**src/rtl/countdown_ctrl_pkg.sv**
```systemverilog
// Shared definitions for the BCD seconds countdown sequencer.
//
// Contents:
//   state_t    - FSM state encoding (IDLE, RUN, PAUSE, ALARM)
//   ONES_MAX   - largest legal ones digit
//   TENS_MAX   - largest legal tens digit
//   bcd_valid  - checks that a two-digit BCD preset is loadable
//   bcd_dec    - decrements a two-digit BCD value by one second
package countdown_pkg;

  typedef enum logic [1:0] {
    IDLE  = 2'd0,
    RUN   = 2'd1,
    PAUSE = 2'd2,
    ALARM = 2'd3
  } state_t;

  localparam logic [3:0] ONES_MAX = 4'd9;
  localparam logic [3:0] TENS_MAX = 4'd5;

  // A preset of 00 is rejected as well, since it would expire immediately.
  function automatic logic bcd_valid(input logic [7:0] value);
    return (value[3:0] <= ONES_MAX) && (value[7:4] <= TENS_MAX) &&
           (value != 8'h00);
  endfunction

  // Ones digit borrows from tens. Callers never decrement 00.
  function automatic logic [7:0] bcd_dec(input logic [7:0] value);
    logic [7:0] result;
    if (value[3:0] == 4'd0) begin
      result = {value[7:4] - 4'd1, ONES_MAX};
    end else begin
      result = {value[7:4], value[3:0] - 4'd1};
    end
    return result;
  endfunction

endpackage

```
**src/rtl/countdown_ctrl_btn_edge.sv**
```systemverilog
// Rising-edge detector for a debounced button level.
//
// Ports:
//   C_CLK  in  1  system clock
//   RST    in  1  synchronous active-high reset
//   btn    in  1  debounced button level
//   rise   out 1  high while btn is 1 and was 0 on the previous cycle
//
// The history register resets to 1, so a button held through reset
// never produces an edge when reset is released.
module btn_edge (
  input  logic C_CLK,
  input  logic RST,
  input  logic btn,
  output logic rise
);

  logic btn_q;

  // Previous-cycle copy of the button level.
  always_ff @(posedge C_CLK) begin
    if (RST) begin
      btn_q <= 1'b1;
    end else begin
      btn_q <= btn;
    end
  end

  // Combinational so the sequencer reacts on the same edge that first
  // samples the button high.
  assign rise = btn & ~btn_q;

endmodule

```
**src/rtl/countdown_ctrl.sv**
```systemverilog
// Sequencer for a two-digit BCD seconds countdown (00-59).
//
// Ports:
//   C_CLK     in  1  system clock, rising edge
//   RST       in  1  synchronous active-high reset
//   preset    in  8  BCD load value {tens, ones}, sampled on accepted start
//   start     in  1  debounced level, rising edge = start/restart
//   pause     in  1  debounced level, rising edge = pause/resume toggle
//   tick_en   out 1  one-cycle count-enable strobe, RUN only
//   cnt_load  out 1  one-cycle load strobe on every accepted start
//   remain    out 8  BCD remaining time {tens, ones}
//   state     out 2  current FSM state (countdown_pkg::state_t encoding)
//   alarm     out 1  high during ALARM
//   err       out 1  one-cycle pulse when a start is rejected
//   busy      out 1  high in RUN or PAUSE
//
// Parameters:
//   TICK_DIV     C_CLK cycles per one-second tick (>= 2)
//   ALARM_TICKS  ticks the alarm stays asserted after expiry (>= 1)
module countdown_ctrl
  import countdown_pkg::*;
#(
  parameter int TICK_DIV    = 50000000,
  parameter int ALARM_TICKS = 3
) (
  input  logic       C_CLK,
  input  logic       RST,
  input  logic [7:0] preset,
  input  logic       start,
  input  logic       pause,
  output logic       tick_en,
  output logic       cnt_load,
  output logic [7:0] remain,
  output logic [1:0] state,
  output logic       alarm,
  output logic       err,
  output logic       busy
);

  localparam int PRESC_W = $clog2(TICK_DIV);
  localparam int ALM_W   = $clog2(ALARM_TICKS + 1);

  localparam logic [PRESC_W-1:0] PRESC_LAST = PRESC_W'(TICK_DIV - 1);
  localparam logic [ALM_W-1:0]   ALM_LAST   = ALM_W'(ALARM_TICKS - 1);

  state_t             st, st_nxt;
  logic [PRESC_W-1:0] presc, presc_nxt;
  logic [ALM_W-1:0]   alm_cnt, alm_cnt_nxt;
  logic [7:0]         remain_nxt;
  logic               tick_nxt, load_nxt, err_nxt, alarm_nxt, busy_nxt;
  logic               start_rise, pause_rise;

  btn_edge u_start_edge (
    .C_CLK (C_CLK),
    .RST   (RST),
    .btn   (start),
    .rise  (start_rise)
  );

  btn_edge u_pause_edge (
    .C_CLK (C_CLK),
    .RST   (RST),
    .btn   (pause),
    .rise  (pause_rise)
  );

  assign state = st;

  // Register every FSM output so the display and datapath only see
  // glitch-free values that change on the clock edge.
  always_ff @(posedge C_CLK) begin
    if (RST) begin
      st       <= IDLE;
      presc    <= '0;
      alm_cnt  <= '0;
      remain   <= 8'h00;
      tick_en  <= 1'b0;
      cnt_load <= 1'b0;
      err      <= 1'b0;
      alarm    <= 1'b0;
      busy     <= 1'b0;
    end else begin
      st       <= st_nxt;
      presc    <= presc_nxt;
      alm_cnt  <= alm_cnt_nxt;
      remain   <= remain_nxt;
      tick_en  <= tick_nxt;
      cnt_load <= load_nxt;
      err      <= err_nxt;
      alarm    <= alarm_nxt;
      busy     <= busy_nxt;
    end
  end

  // Next-state logic. A start edge outranks everything else, including a
  // simultaneous pause edge, which is dropped even if the start is
  // rejected. The prescaler only advances in RUN and ALARM; in PAUSE it
  // stays frozen so resuming keeps the phase of the current second.
  always_comb begin
    st_nxt      = st;
    presc_nxt   = presc;
    alm_cnt_nxt = alm_cnt;
    remain_nxt  = remain;
    tick_nxt    = 1'b0;
    load_nxt    = 1'b0;
    err_nxt     = 1'b0;
    alarm_nxt   = alarm;

    if (start_rise) begin
      if (bcd_valid(preset)) begin
        st_nxt      = RUN;
        presc_nxt   = '0;
        alm_cnt_nxt = '0;
        remain_nxt  = preset;
        load_nxt    = 1'b1;
        alarm_nxt   = 1'b0;
      end else begin
        err_nxt = 1'b1;
      end
    end else begin
      case (st)
        IDLE: begin
        end
        RUN: begin
          if (pause_rise) begin
            st_nxt = PAUSE;
          end else if (presc == PRESC_LAST) begin
            presc_nxt  = '0;
            tick_nxt   = 1'b1;
            remain_nxt = bcd_dec(remain);
            if (remain == 8'h01) begin
              st_nxt      = ALARM;
              alarm_nxt   = 1'b1;
              alm_cnt_nxt = '0;
            end
          end else begin
            presc_nxt = presc + PRESC_W'(1);
          end
        end
        PAUSE: begin
          if (pause_rise) begin
            st_nxt = RUN;
          end
        end
        ALARM: begin
          if (presc == PRESC_LAST) begin
            presc_nxt = '0;
            if (alm_cnt == ALM_LAST) begin
              st_nxt      = IDLE;
              alarm_nxt   = 1'b0;
              alm_cnt_nxt = '0;
            end else begin
              alm_cnt_nxt = alm_cnt + ALM_W'(1);
            end
          end else begin
            presc_nxt = presc + PRESC_W'(1);
          end
        end
        default: begin
          st_nxt = IDLE;
        end
      endcase
    end

    busy_nxt = (st_nxt == RUN) || (st_nxt == PAUSE);
  end

endmodule

```
**config.mk**
```make
export PLATFORM = sky130hd
export DESIGN_NAME = countdown_ctrl
export DESIGN_NICKNAME = d
export VERILOG_FILES = /design/src/rtl/countdown_ctrl_pkg.sv /design/src/rtl/countdown_ctrl_btn_edge.sv /design/src/rtl/countdown_ctrl.sv
export SDC_FILE = /design/constraint.sdc
export NUM_CORES = 1
export LEC_CHECK = 0
export CORE_AREA = 2 2 68 102
export CTS_CLUSTER_SIZE = 20
export DETAILED_ROUTE_END_ITERATION = 12
export DIE_AREA = 0 0 70 104
export PLACE_DENSITY = 0.64
export SLEW_MARGIN = 10
export SYNTH_ARGS = -nofsm -noshare
export SYNTH_HDL_FRONTEND = slang
export SYNTH_SLANG_ARGS = --single-unit
```
**constraint.sdc**
```tcl
create_clock -name C_CLK -period 5.87 [get_ports C_CLK]
set_input_delay 1.174 -clock C_CLK [delete_from_list [all_inputs] [get_ports C_CLK]]
set_output_delay 1.174 -clock C_CLK [all_outputs]
set_load 0.01 [all_outputs]
```
# ---- Word level (Yosys, flattened, before mapping)
# Index checks and enable logic that the tools add are counted.
dict set report word_totals {
  output_inout_bits 15
  in_bits 12
  register_bits 45
  word_cells 94
}
dict set report classes {
  n_eq_ne 15
  mux 39
  n_reduce_logical 16
  magnitude_cmp 2
  add_sub_neg 4
  bitwise 6
}
# op count
set op_table {}
lappend op_table {{26-bit 2-to-1 mux} 4}
lappend op_table {{26-bit case mux with 2 select lines} 1}
lappend op_table {{8-bit 2-to-1 mux} 6}
lappend op_table {{2-bit 2-to-1 mux} 15}
lappend op_table {{26-bit by 1-bit adder with 26-bit output, second input constant} 1}
lappend op_table {{26-bit equality test, second input constant} 1}
lappend op_table {{3-bit != test, second input constant} 5}
lappend op_table {{1-bit 2-to-1 mux} 10}
lappend op_table {{2-bit equality test, second input constant} 4}
lappend op_table {{8-bit by 1-bit equality test with 1-bit output, second input constant} 1}
lappend op_table {{8-bit nonzero test} 1}
lappend op_table {{4-bit by 1-bit subtractor with 4-bit output, second input constant} 2}
lappend op_table {{7-bit AND reduction} 1}
lappend op_table {{2-bit case mux with 3 select lines} 1}
lappend op_table {{6-bit AND reduction} 1}
lappend op_table {{2-bit nonzero test} 3}
lappend op_table {{5-bit AND reduction} 1}
lappend op_table {{2-bit by 1-bit equality test with 1-bit output, second input constant} 2}
lappend op_table {{4-bit by 3-bit less-or-equal comparator with 1-bit output, second input constant} 1}
lappend op_table {{4-bit less-or-equal comparator, second input constant} 1}
lappend op_table {{4-bit logical NOT} 1}
lappend op_table {{1-bit NOT} 4}
lappend op_table {{2-bit case mux with 2 select lines} 1}
lappend op_table {{4-bit AND reduction} 1}
lappend op_table {{11 further kinds} 13}

# ---- Logic depth before layout (Yosys ltp)
dict set report depth {
  word_depth 8
  mapped_depth 9
  ltp_nobuf 7
}

# ---- Modules after synthesis
# From an unflattened synthesis, not the netlist that was laid out.
dict set report hier_totals {
  hier_cells 290
  area_unflattened_um2 2401.1
}
# mod instances seq_area_each_um2 area_per_inst_um2 cells_each
set modules_own_cells {}
lappend modules_own_cells {countdown_ctrl 1 860.8 2336.0 284}
lappend modules_own_cells {btn_edge 2 20.0 32.5 3}

# ---- Worst setup path after synthesis
# Ideal clock, no wire load.
dict set report synth_path {
  kind {input -> register}
  startpoint {in preset[1]}
  endpoint {reg presc[10]}
  setup_ns 0.065
  arrival_time_ns 3.090
  required_ns 5.805
  cell_stages 8
  n_path_buf 2
  slack_ns 2.714
  cell_sequence {or4_1 > nor4_1 > or3_1 > clkbuf_1 > o21ai_0 > a21o_1 > clkbuf_1 > nor2_1}
}
dict set report synth_via {
  elab_chain_len 5
  elab_cells_between_ends 6
  classes_between {order compare: 1; eq/ne: 1; reduce/logical: 4}
}
# element line_no
set synth_rtl {}
lappend synth_rtl {{start: declaration} countdown_ctrl.sv:28} ;# input logic [7:0] preset,
lappend synth_rtl {{4-bit less-or-equal comparator} countdown_ctrl_pkg.sv:23} ;# return (value[3:0] <= ONES_MAX) && (value[7:4] <= TENS_MAX) &&
lappend synth_rtl {{1-bit logical AND} countdown_ctrl_pkg.sv:23}
lappend synth_rtl {{1-bit logical AND (*)} countdown_ctrl_pkg.sv:23}
lappend synth_rtl {{2-bit by 1-bit != test with 1-bit output (no source line) (*)} n/a}
lappend synth_rtl {{3-bit AND reduction (no source line) (*)} n/a}
lappend synth_rtl {{end signal: assignment} countdown_ctrl.sv:84} ;# presc <= presc_nxt;
lappend synth_rtl {{end: declaration} countdown_ctrl.sv:47} ;# logic [PRESC_W-1:0] presc, presc_nxt;
# Mark *: on every way between the ends. The rest lies on a longest branch, timed or not.
# A chain may end at the register's enable or synchronous reset.

# ---- Worst setup path in the final report
dict set report layout_path {
  startpoint {in preset[6]}
  endpoint {reg presc[16]}
}
dict set report layout_via {
  elab_chain_len 5
  elab_cells_between_ends 6
  classes_between {order compare: 1; eq/ne: 1; reduce/logical: 4}
}
# element line_no
set layout_rtl {}
lappend layout_rtl {{4-bit by 3-bit less-or-equal comparator with 1-bit output} countdown_ctrl_pkg.sv:23}
lappend layout_rtl {{1-bit logical AND} countdown_ctrl_pkg.sv:23}
lappend layout_rtl {{1-bit logical AND (*)} countdown_ctrl_pkg.sv:23}
lappend layout_rtl {{2-bit by 1-bit != test with 1-bit output (no source line) (*)} n/a}
lappend layout_rtl {{3-bit AND reduction (no source line) (*)} n/a}
# Marks and branches as above.

==> flow_metrics.py <==
metrics = {
    "setup_path": {
        "critical_path_class": "in2reg",
        "r2r.worst_path.cells": 7,
        "max_stage_delay_ns": 0.57,
        "end_kind": "flip-flop",
        "arrival_ns": 3.93,
        "slowest_stage": "nor4_1",
        "critPathLaunchType": "input pin",
        "reg2reg_to": "presc[15]$_SDFFE_PP0P_",
        "crit_chain": "clkdlybuf4s50_1 -> or4_1 -> nor4_1 -> or3_1 -> o21ai_0 -> a21o_1 -> o211ai_1",
        "reg2reg_from": "presc[1]$_SDFFE_PP0P_",
        "rrSetupSlack_ns": 2.90,
        "crit_required_ns": 6.09,
        "crit_fanout": 25,
    },
    "floorplan": {
        "die_area_mm2": 0.007280,
        "die_h_um": 104,
        "start_util": 0.3721,
        "die_w_um": 70,
        "rows": 36,
        "num_io_pins": 27,
        "coreArea_mm2": 0.006396,
    },
    "detailed_routing": {
        "first_pass_iters": 5,
        "routedWlPerCell_um": 14.89,
        "viasPerCell": 5.801,
        "first_iter_violations": 181,
        "finalWirelength_um": 5911,
        "antenna_left": 0,
        "drc": 0,
        "num_vias": 2303,
    },
    "timing": {
        "fin_setup_tns_ns": 0,
        "rsz0062_at_grt": "no",
        "relSlewSlack": 0.2681,
        "fin_skew_ns": 0.009316,
        "drv_slew": 0,
        "hold_viol_final": 0,
        "clock.fmax_ghz": 0.2696,
        "fin_ws_ns": 2.160,
        "finalSetupViolCount": 0,
        "worst_pin_slew_ns": 1.088,
        "post-route-period-util": 0.6319,
        "min_period_ns": 3.710,
    },
    "synthesis": {
        "synth_area_mm2": 0.002380,
        "synth_simple_gate_area_share": 0.3591,
        "synth_fa_ha_area_frac": 0.01577,
        "synthMuxAreaShare": 0.008412,
        "ys_seq_elements": 45,
        "ys_types": 44,
        "synth_edf_count": 0,
        "ys.warnings.count": 0,
        "synth_compound_area_frac": 0.1215,
        "syn-num-nets": 313,
        "synthFlopType": "dfxtp_1",
        "synth_xor_area_frac": 0.08097,
        "ys_seq_area_frac": 0.3785,
        "netlist_instances": 298,
        "synth_top_family_by_area": "simple AND/OR/NAND/NOR gates",
        "syn_avg_cell_area_um2": 7.986,
        "ys_async_sr_fraction": 0,
    },
    "clock_tree": {
        "clock_sinks": 45,
        "clock_path_buffers": 2,
        "clk_pin_slew_ns": 0.09,
        "clockRootBuffer": "clkbuf_8",
        "numCtsBuffers": 5,
        "h-tree-depth": 2,
        "ctsHoldBuffers": 0,
        "post_cts_resized": 0,
        "cts_tree": "done",
        "worst_skew_pair.late_latency_ns": 0.30,
        "postCtsSetupBuffers": 0,
    },
    "placement": {
        "place_ws_ns": 1.845,
        "io_buffers": 26,
        "dpl.hpwl_um": 4277,
        "place_congestion": 0.8437,
    },
    "final_layout": {
        "fin_util": 0.4409,
        "drive_gt1_frac": 0.04673,
        "fillers": 653,
        "syn_to_final_growth_pct": 18.51,
        "final_nets": 335,
        "multi_input_area_mm2": 0.001399,
        "ff_latch_area_um2": 900.9,
        "final_cell_mix": "dfxtp_1 (45), nor2_1 (34), nand2_1 (26), clkdlybuf4s50_1 (26), nand3_1 (17)",
        "n_antenna_cell": 0,
        "final_common_cell": "dfxtp_1",
    },
    "global_routing": {
        "antenna_found_initial": 0,
        "grt_max_degree": 26,
        "track_usage": 0.1670,
        "grt_pass1_wl_um": 10050,
        "grt-ovfl-total": 0,
        "grt_pass1_vias": 2183,
    },
    "job": {
        "drv_cap": 0,
    },
    "outcome": {
        "outcome": "complete, no violations",
    },
    "power": {
        "max-vdd-ir-drop_mv": 0.1156,
        "p_per_area_mw_per_mm2": 213.4,
        "p_leak_nw": 0.8979,
    },
    "worst_hold_path": {
        "holdCritPathClass": "reg2reg",
        "min_path_cells": 2,
        "whs_endpoint": "alm_cnt[1]$_SDFFE_PP0P_",
        "hold_path_startpoint": "alm_cnt[1]$_SDFFE_PP0P_",
    },
}
## Yosys cell counts, drive strengths merged, types with 3 or more instances
| cell type | n | area share |
|---|---|---|
| nor4b | 4 | 0.015 |
| nor4bb | 3 | 0.013 |
| xnor2 | 8 | 0.029 |
| xor2 | 14 | 0.052 |
| or3 | 8 | 0.023 |
| ha | 3 | 0.016 |
| or4 | 4 | 0.013 |
| a21oi | 12 | 0.025 |
| and4 | 3 | 0.011 |
| nand2 | 26 | 0.041 |
| nor3 | 10 | 0.021 |
| or2 | 3 | 0.0079 |
| o21ai | 10 | 0.021 |
| a31oi | 5 | 0.013 |
| nor4 | 10 | 0.026 |
| a211oi | 5 | 0.016 |
| nor2 | 34 | 0.054 |
| nand2b | 5 | 0.013 |
| nand4 | 15 | 0.039 |
| nand3 | 17 | 0.036 |
| dfxtp | 45 | 0.38 |
| clkbuf | 11 | 0.017 |
| inv | 9 | 0.014 |
| and3 | 7 | 0.018 |
## sequential cells by signal, indices dropped and copies added (netlist names), 2 cells and up
signal	flops
remain	8
presc	26
alm_cnt	2
state	2
## metal layers
layer | vias to the layer above | wire length (um) | global-route usage | share of wire
met2 | 59 | 3142 | 0.3068 | 0.53
met4 | 0 | 207 | 0.07967 | 0.035
li1 | 1128 | - | - | -
met5 | - | 0 | 0 | 0
met1 | 1103 | 2354 | 0.1838 | 0.40
met3 | 13 | 207 | 0.02422 | 0.035
## power breakdown
group          total, mW  internal (mW)  switching [mW]
registers          0.311          0.308         0.00304
clock network      0.247          0.139           0.108
logic             0.0435         0.0183          0.0252
## worst max-delay path by stage
stage / from / to / depth (start not counted) / slack (ns)
floorplan: preset[1] / presc[10]$_SDFFE_PP0P_ / 8 / 2.71
global placement: preset[1] / presc[16]$_SDFFE_PP0P_ / 7 / 1.94
detailed placement: preset[6] / presc[16]$_SDFFE_PP0P_ / 7 / 1.84
CTS: preset[6] / presc[16]$_SDFFE_PP0P_ / 7 / 2.15
global route: preset[6] / presc[16]$_SDFFE_PP0P_ / 7 / 1.85
finish: preset[6] / presc[16]$_SDFFE_PP0P_ / 7 / 2.16
## per-stage QoR
| stage | total power, mW | area, um2 | instances | hold slack (ns) |
|---|---|---|---|---|
| floorplan | 0.3417 | 2380 | 298 | 0.4552 |
| global placement | 0.3612 | 2704 | 389 | 0.4906 |
| global route | 0.6245 | 2820 | 397 | 0.5470 |
| detailed placement | 0.3613 | 2704 | 389 | 0.4928 |
| finish | 0.6019 | 2820 | 397 | 0.5049 |
| CTS | 0.6074 | 2820 | 397 | 0.5062 |
## layout make-up
cell class,count,share of cell area
clock buffers,7,0.03061
clock inverters,1,0.01065
inverters,9,0.01198
multi-input cells,231,0.4960
flip-flops and latches,45,0.3194
well taps,76,0.03372
repair buffers,28,0.09760
## worst max-delay path, delay by kind of cell
kind	cells	cell delay, ns
buffers and inverters	1	0.44
and+or+nand+nor	3	1.43
AOI/OAI and AO/OA	3	0.88
## cell families (layout without fill, tap and decap cells)
kind of cell / count (synthesis) / count (layout)
flops: 45 / 45
simple gates: 158 / 158
fa+ha+maj: 3 / 3
mux: 2 / 2
buf+inv: 22 / 45
compound gates: 46 / 46
xor+xnor: 22 / 22
(Power assumes the default switching activity.)
